### src/rtl/ball_raster.sv
// ball_raster: per-pixel ball hit test against a double-buffered ball list.
// Software fills the shadow file; it is copied to the active file on each VGA_VS fall.

module ball_raster #(
  parameter int NUM_BALLS = 4,
  parameter int IDX_W     = 2
) (
  input  logic             Clk,
  input  logic             Reset_n,
  input  logic             wr_en,
  input  logic [3:0]       wr_addr,
  input  logic [31:0]      wr_data,
  input  logic             VGA_VS,
  input  logic [9:0]       DrawX,
  input  logic [9:0]       DrawY,
  output logic             is_ball,
  output logic [IDX_W-1:0] ball_idx,
  output logic             frame_tick,
  output logic [15:0]      frame_count
);

  localparam int REC_W = 27;

  logic [REC_W-1:0]     shadow_q [NUM_BALLS];
  logic [REC_W-1:0]     shadow_d [NUM_BALLS];
  logic [REC_W-1:0]     active_q [NUM_BALLS];
  logic [REC_W-1:0]     active_d [NUM_BALLS];
  logic                 vs_meta_q, vs_sync_q, vs_prev_q;
  logic                 fall_s;
  logic [9:0]           dxm_q [NUM_BALLS];
  logic [9:0]           dxm_d [NUM_BALLS];
  logic [9:0]           dym_q [NUM_BALLS];
  logic [9:0]           dym_d [NUM_BALLS];
  logic [5:0]           r_q   [NUM_BALLS];
  logic [5:0]           r_d   [NUM_BALLS];
  logic [NUM_BALLS-1:0] v_q, v_d, hit_s;
  logic                 is_ball_q, is_ball_d;
  logic [IDX_W-1:0]     ball_idx_q, ball_idx_d;
  logic                 frame_tick_q, frame_tick_d;
  logic [15:0]          frame_count_q, frame_count_d;

  function automatic logic [9:0] abs_diff(input logic [9:0] a, input logic [9:0] b);
    logic [10:0] d;
    logic [10:0] m;
    d = {1'b0, a} - {1'b0, b};
    if (d[10]) m = 11'd0 - d;
    else       m = d;
    return m[9:0];
  endfunction

  function automatic logic hit_test(input logic [9:0] dx, input logic [9:0] dy,
                                    input logic [5:0] r, input logic v);
    logic [19:0] dx2;
    logic [19:0] dy2;
    logic [20:0] sum;
    logic [11:0] r2;
    dx2 = 20'(dx) * 20'(dx);
    dy2 = 20'(dy) * 20'(dy);
    sum = 21'(dx2) + 21'(dy2);
    r2  = 12'(r) * 12'(r);
    return v && (sum <= {9'd0, r2});
  endfunction

  // Falling edge of the synchronized vertical sync marks the commit cycle.
  assign fall_s = vs_prev_q & ~vs_sync_q;

  // Register-file next state and stage-1 per-ball distance magnitudes.
  always_comb begin
    for (int i = 0; i < NUM_BALLS; i++) begin
      if (wr_en && (wr_addr == 4'(i))) shadow_d[i] = wr_data[REC_W-1:0];
      else                             shadow_d[i] = shadow_q[i];
      if (fall_s) active_d[i] = shadow_q[i];
      else        active_d[i] = active_q[i];
      dxm_d[i] = abs_diff(DrawX, active_q[i][9:0]);
      dym_d[i] = abs_diff(DrawY, active_q[i][19:10]);
      r_d[i]   = active_q[i][25:20];
      v_d[i]   = active_q[i][26];
    end
  end

  // Stage 2: hit test per ball, OR-reduce and lowest-index priority encode.
  always_comb begin
    hit_s      = '0;
    ball_idx_d = '0;
    for (int i = 0; i < NUM_BALLS; i++) begin
      hit_s[i] = hit_test(dxm_q[i], dym_q[i], r_q[i], v_q[i]);
    end
    is_ball_d = |hit_s;
    for (int i = NUM_BALLS - 1; i >= 0; i--) begin
      if (hit_s[i]) ball_idx_d = IDX_W'(i);
      else          ball_idx_d = ball_idx_d;
    end
    frame_tick_d = fall_s;
    if (fall_s) frame_count_d = frame_count_q + 16'd1;
    else        frame_count_d = frame_count_q;
  end

  // All state: register files, sync chain, pipeline and outputs.
  always_ff @(posedge Clk or negedge Reset_n) begin
    if (!Reset_n) begin
      for (int i = 0; i < NUM_BALLS; i++) begin
        shadow_q[i] <= '0;
        active_q[i] <= '0;
        dxm_q[i]    <= '0;
        dym_q[i]    <= '0;
        r_q[i]      <= '0;
      end
      v_q           <= '0;
      vs_meta_q     <= 1'b0;
      vs_sync_q     <= 1'b0;
      vs_prev_q     <= 1'b0;
      is_ball_q     <= 1'b0;
      ball_idx_q    <= '0;
      frame_tick_q  <= 1'b0;
      frame_count_q <= 16'd0;
    end else begin
      for (int i = 0; i < NUM_BALLS; i++) begin
        shadow_q[i] <= shadow_d[i];
        active_q[i] <= active_d[i];
        dxm_q[i]    <= dxm_d[i];
        dym_q[i]    <= dym_d[i];
        r_q[i]      <= r_d[i];
      end
      v_q           <= v_d;
      vs_meta_q     <= VGA_VS;
      vs_sync_q     <= vs_meta_q;
      vs_prev_q     <= vs_sync_q;
      is_ball_q     <= is_ball_d;
      ball_idx_q    <= ball_idx_d;
      frame_tick_q  <= frame_tick_d;
      frame_count_q <= frame_count_d;
    end
  end

  assign is_ball     = is_ball_q;
  assign ball_idx    = ball_idx_q;
  assign frame_tick  = frame_tick_q;
  assign frame_count = frame_count_q;

endmodule

### config.mk
export PLATFORM = sky130hd
export DESIGN_NAME = ball_raster
export DESIGN_NICKNAME = d
export VERILOG_FILES = /design/src/rtl/ball_raster.sv
export SDC_FILE = /design/constraint.sdc
export NUM_CORES = 2
export LEC_CHECK = 0
export ABC_AREA = 0
export ABC_CLOCK_PERIOD_IN_PS = 19900
export CORE_AREA = 2 2 418 420
export DETAILED_ROUTE_END_ITERATION = 6
export DIE_AREA = 0 0 420 422
export PLACE_DENSITY = 0.48
export SYNTH_ARGS = -nofsm -noshare
export SYNTH_HDL_FRONTEND = slang
export SYNTH_SLANG_ARGS = --single-unit
### constraint.sdc
create_clock -name Clk -period 19.9 [get_ports Clk]
set_clock_uncertainty 0.2 [all_clocks]
set_input_delay 3.98 -clock Clk [delete_from_list [all_inputs] [get_ports Clk]]
set_output_delay 3.98 -clock Clk [all_outputs]
set_load 0.1 [all_outputs]
; ---- Word-level counts from Yosys, hierarchy flattened
; Index checks and enable logic that the tools add are counted.
[word_totals]
romBits = 0
memories = 0
latchBits = 0
mem_bits_rw = 0
register_bits = 347
[op_classes]
div = 0
addsub = 21
n_shift = 0
mul = 12
reduce_logical = 10
mux = 12
bitwise = 2
eq_ne = 3
n_lt_le_gt_ge = 4
[ops]
columns = op, count
row1 = 10-bit by 10-bit multiplier with 20-bit output, 8
row2 = 10-bit by 10-bit subtractor with 11-bit output, 8
row3 = 20-bit by 20-bit adder with 21-bit output, 4
row4 = 21-bit by 12-bit less-or-equal comparator with 1-bit output, 4
row5 = 10-bit two-way mux, 8
row6 = 1-bit by 10-bit subtractor with 10-bit output (first input constant), 8
row7 = 6-bit by 6-bit multiplier with 12-bit output, 4
row8 = 16-bit by 1-bit adder with 16-bit output (second input constant), 1
row9 = 4-bit by 2-bit == test with 1-bit output (second input constant), 2
row10 = 1-bit logical AND, 8
row11 = 2-bit two-way mux, 4
row12 = 4-bit by 1-bit == test with 1-bit output (second input constant), 1
row13 = 4-bit logical NOT, 1
row14 = 4-bit OR reduction, 1
row15 = 1-bit bitwise AND, 1
row16 = 1-bit NOT, 1

; ---- Longest topological paths before layout
[logic_depth]
ltp_word = 8
depth_mapped = 33
depth_no_buf = 32

; ---- Worst setup path after synthesis
; OpenSTA, ideal clock, no wires.
[synth_path]
path_type = reg2reg
startpoint = register dym_q[31] in the netlist's numbering
endpoint = register ball_idx_q[1], in the netlist ball_idx[1]
stages_incl_launch_ff = 33
path_buffers = 1
setup_ns = 0.127
t_required_ns = 19.573
slack_ns = 12.328
arrival_time_ns = 7.245
cell_sequence = dfrtp_1 -> clkbuf_1 -> nand2_1 -> inv_1 -> fa_1 -> inv_1 -> fa_1 -> inv_1 -> ha_1 -> inv_1 -> fa_1 -> inv_1 -> fa_1 -> fa_1 -> inv_1 -> fa_1 -> inv_1 -> ha_1 -> a21o_1 -> a31o_1 -> o211ai_2 -> nand2_1 -> a21o_1 -> a21oi_1 -> xnor2_1 -> ha_1 -> nand4_1 -> nor3b_1 -> a21oi_1 -> o31a_1 -> or4_1 -> o31ai_1 -> nor2_1
[synth_between]
elab_chain_cells = 5
[synth_lines]
columns = element, line_no
row1 = from (decl), 32  ; logic [9:0] dym_q [NUM_BALLS];
row2 = "from (signal, indexed assignment)", 121  ; dym_q[i] <= dym_d[i];
row3 = 10-bit by 10-bit multiplier with 20-bit output, 58  ; dy2 = 20'(dy) * 20'(dy);
row4 = 20-bit by 20-bit adder with 21-bit output, 59  ; sum = 21'(dx2) + 21'(dy2);
row5 = 21-bit by 12-bit less-or-equal comparator with 1-bit output, 61  ; return v && (sum <= {9'd0, r2});
row6 = 1-bit logical AND, 61
row7 = 2-bit two-way mux, 90  ; if (hit_s[i]) ball_idx_d = IDX_W'(i);
row8 = via ball_idx_d[1], 38  ; logic [IDX_W-1:0] ball_idx_q, ball_idx_d;
row9 = to (signal assigned), 129  ; ball_idx_q <= ball_idx_d;
row10 = to (decl), 38
; The timed path passes the listed nets, and every way through them passes these cells.
; A chain may end at the register's enable or synchronous reset.

; ---- Final worst setup path
[layout_path]
startpoint = register dxm_q[25] in the netlist's numbering
endpoint = register ball_idx_q[1], in the netlist ball_idx[1]
[layout_between]
elab_chain_cells = 6
[layout_lines]
columns = element, line_no
row1 = from (decl), 30  ; logic [9:0] dxm_q [NUM_BALLS];
row2 = "from (signal, indexed assignment)", 120  ; dxm_q[i] <= dxm_d[i];
row3 = 10-bit by 10-bit multiplier with 20-bit output, 57  ; dx2 = 20'(dx) * 20'(dx);
row4 = 20-bit by 20-bit adder with 21-bit output, 59
row5 = 21-bit by 12-bit less-or-equal comparator with 1-bit output, 61
row6 = 1-bit logical AND, 61
row7 = 2-bit two-way mux (2 in a row), 90
row8 = via ball_idx_d[1], 38
; The timed path passes the listed nets, and every way through them passes these cells.

==> results.md <==
- Largest net degree at the start of global routing: 99
- Filler Cells Inserted: 18400
- Post-cts sizing count: 0
- Crit path to: ball_idx[1]
- GP Congestion: just over 0.8
- Die Y: about 420 um
- Row cnt: 153
- Final setup viols: 0
- Max FO, Critical Path: 8
- Root Buffer: clkbuf_16
- Setup slack, reg-to-reg: 11.30 ns
- Worst flop-to-flop path startpoint: dxm_q[25]
- Crit-path most repeated cell: fa_1
- Worst reg2reg endpoint: ball_idx[1]
- Final WL: 99700 um
- Syn Inst Count: 4484
- Unrepaired setup endpoints after global routing: no
- Final nets: 5632
- Worst slew pin tran: 1.04 ns
- Vias per cell: 4.19
- DRC errors left: 0
- Levels on crit path: 28
- Synth async-reset ratio: 1.00
- Port Buffer Count: 74
- Critical path endpoint category: flop
- Max-cap violations: 0
- Io pins: 80
- Clk Latency, worst-skew pair: ~0.58 ns
- Clock sink total: 347
- Critical path launch point type: flop
- Hpwl dp: 82100 um
- Rel. slew slack: 0.308
- Crit path largest cell delay: 0.62 ns
- All-Layer GR Usage: 0.116
- Net Count, Synth: 5627
- Crit path launch: dxm_q[25]
- Die W: around 420 um
- Fmax: 116 MHz
- Synthesis Warnings: 0
- Number of distinct library cells after synthesis: 81
- Post-route ant nets: 0
- Clk buf depth: 3
- Status: complete, no violations
- Initial Util: 0.248
- Pins over their slew limit: 0
- Worst reg2reg path depth: 28
- Area grow syn2layout: 10.9%
- Number of synthesized flops with an enable pin: 0
- Area of the mapped netlist: between 40000 and 50000 sq um
- First-pass GRT wire length: 166000 um
- Number of synthesized register bits: ~350
- Number of global-route vias before repair: 30800
- Kind of cell adding the most delay to the critical path: adder cells
- Via count: 28700
- Antenna violations before repair: 14
- Cell depth of the worst hold path: 0
- Mean area per synthesized cell: roughly 9.6 sq um
- Period Utilization, post-route: 0.432
- DIE AREA: 177000 sq um
- Wirelength per Cell: 14.6 um
- Hold_buf cts: 0
- Slowest CP cell: fa_1
- Arrival time worst endpoint: 8.83 ns
- GRT overflow: 0
- Register area share after synthesis: 0.202
- Post CTS Setup Buffer Count: 0
- Hold Fails Final Rpt: 0
- Worst Setup Path Type: reg -> reg
- Fraction of layout cells with a size suffix above 1: 0.0586
- Hold Path Class: reg -> reg
- Iter 0 DRT Violations: 1013
- CTS tree: done
- Critical Path RT: 20.13 ns
- Core Region: 173000 sq um
- Final Critical Period: 8.60 ns
- WP buf/inv: 5
- First-pass DRT Iterations: 5
- H-tree depth: 2
- Num CTS Buffers: slightly above 40
- Reg clk slew, reported paths: 0.06 ns
- Setup tns final: 0 ns
- Dominant synthesized flop cell: dfrtp_1
==> cell families after synthesis <==
group	share of synthesized area
compound gates	0.0781
xor+xnor	0.0524
fa+ha+maj	0.414
buf+inv	0.0955
flops	0.202
mux	0.0440
simple gates	0.114
==> cell type report <==
class | instances | area, sq um | share of cell area
repair buffers | 83 | 813 | 0.0171
diodes | 3 | 7.51 | 0.000158
clock buffers | 50 | 1130 | 0.0237
inverters | 966 | 3630 | 0.0761
clock inverters | 23 | 299 | 0.00628
multi-input cells | 3050 | 30200 | 0.633
flip-flops and latches | 347 | 8680 | 0.182
well taps | 2325 | 2910 | 0.0611
==> routing by layer <==
metal / vias to the layer above / share of wire / track usage
li1: 14100 / - / -
met5: - / 0.00016 / 0
met3: 109 / 0.018 / 0.00860
met4: 2 / 0.024 / 0.0298
met2: 226 / 0.51 / 0.208
met1: 14200 / 0.45 / 0.151
==> cell usage in the layout, fill, tap and decap left out, drive strengths merged, types with 151 or more instances in the layout <==
| cell | count |
|---|---|
| ha | 522 |
| dfrtp | 347 |
| nand2 | 398 |
| fa | 561 |
| inv | 968 |
| xnor2 | 200 |
| mux2 | 155 |
| nor2 | 151 |
| and2 | 227 |
| o21ai | 171 |
==> through the flow <==
stage	hold slack [ns]	setup slack (ns)	instances	utilization	cell area, sq um
after floorplan	0.131	12.33	4484	-	42900
after global placement	0.156	11.32	6771	0.267	46200
after detailed placement	0.157	11.33	6771	0.267	46200
after CTS	0.160	11.29	6844	0.276	47600
after global routing	0.178	10.84	6847	0.276	47600
final	0.159	11.30	6847	0.276	47600
==> worst reg2reg max path, delay by kind of cell, from the launching register on <==
family          cells  cell delay, ns
fa+ha+maj           9            4.37
compound gates     11            2.58
flops               1            0.51
buf+inv             5            0.45
simple gates        2            0.21
xor+xnor            1            0.16
==> flip-flops by register name, indices dropped and copies added, names as in the netlist, 2 cells and up <==
| name | flops |
|---|---|
| active_q | 108 |
| ball_idx | 2 |
| dxm_q | 40 |
| dym_q | 40 |
| frame_count | 16 |
| r_q | 24 |
| shadow_q | 108 |
| v_q | 4 |
==> Yosys cell counts (all sizes together) (18+ instances only) <==
library cell / n / area, sq um
o31ai: 20 / 150
o21a: 18 / 135
or3: 20 / 125
inv: 966 / 3630
nor2b: 43 / 269
clkbuf: 111 / 417
xnor2: 200 / 1750
nand2b: 29 / 181
a21oi: 136 / 692
nor3: 31 / 155
and3: 19 / 121
o21bai: 23 / 173
ha: 522 / 6530
mux2: 155 / 1750
nand2: 398 / 1490
nor2: 151 / 567
nand3: 23 / 115
dfrtp: 347 / 8680
xor2: 54 / 473
and2: 227 / 1420
fa: 561 / 11200
a21o: 62 / 465
o21ai: 171 / 856
==> worst min path at each step <==
stage | endpoint | from
final | r_q[16] | active_q[78]
after global routing | r_q[12] | active_q[74]
after CTS | r_q[16] | active_q[78]
after detailed placement | r_q[21] | active_q[104]
after global placement | r_q[18] | active_q[101]
after floorplan | vs_sync_q | vs_meta_q
Power is left out: the tool's default activity adds up to more than one toggle a clock period on the data nets, which glitch-free logic cannot reach.
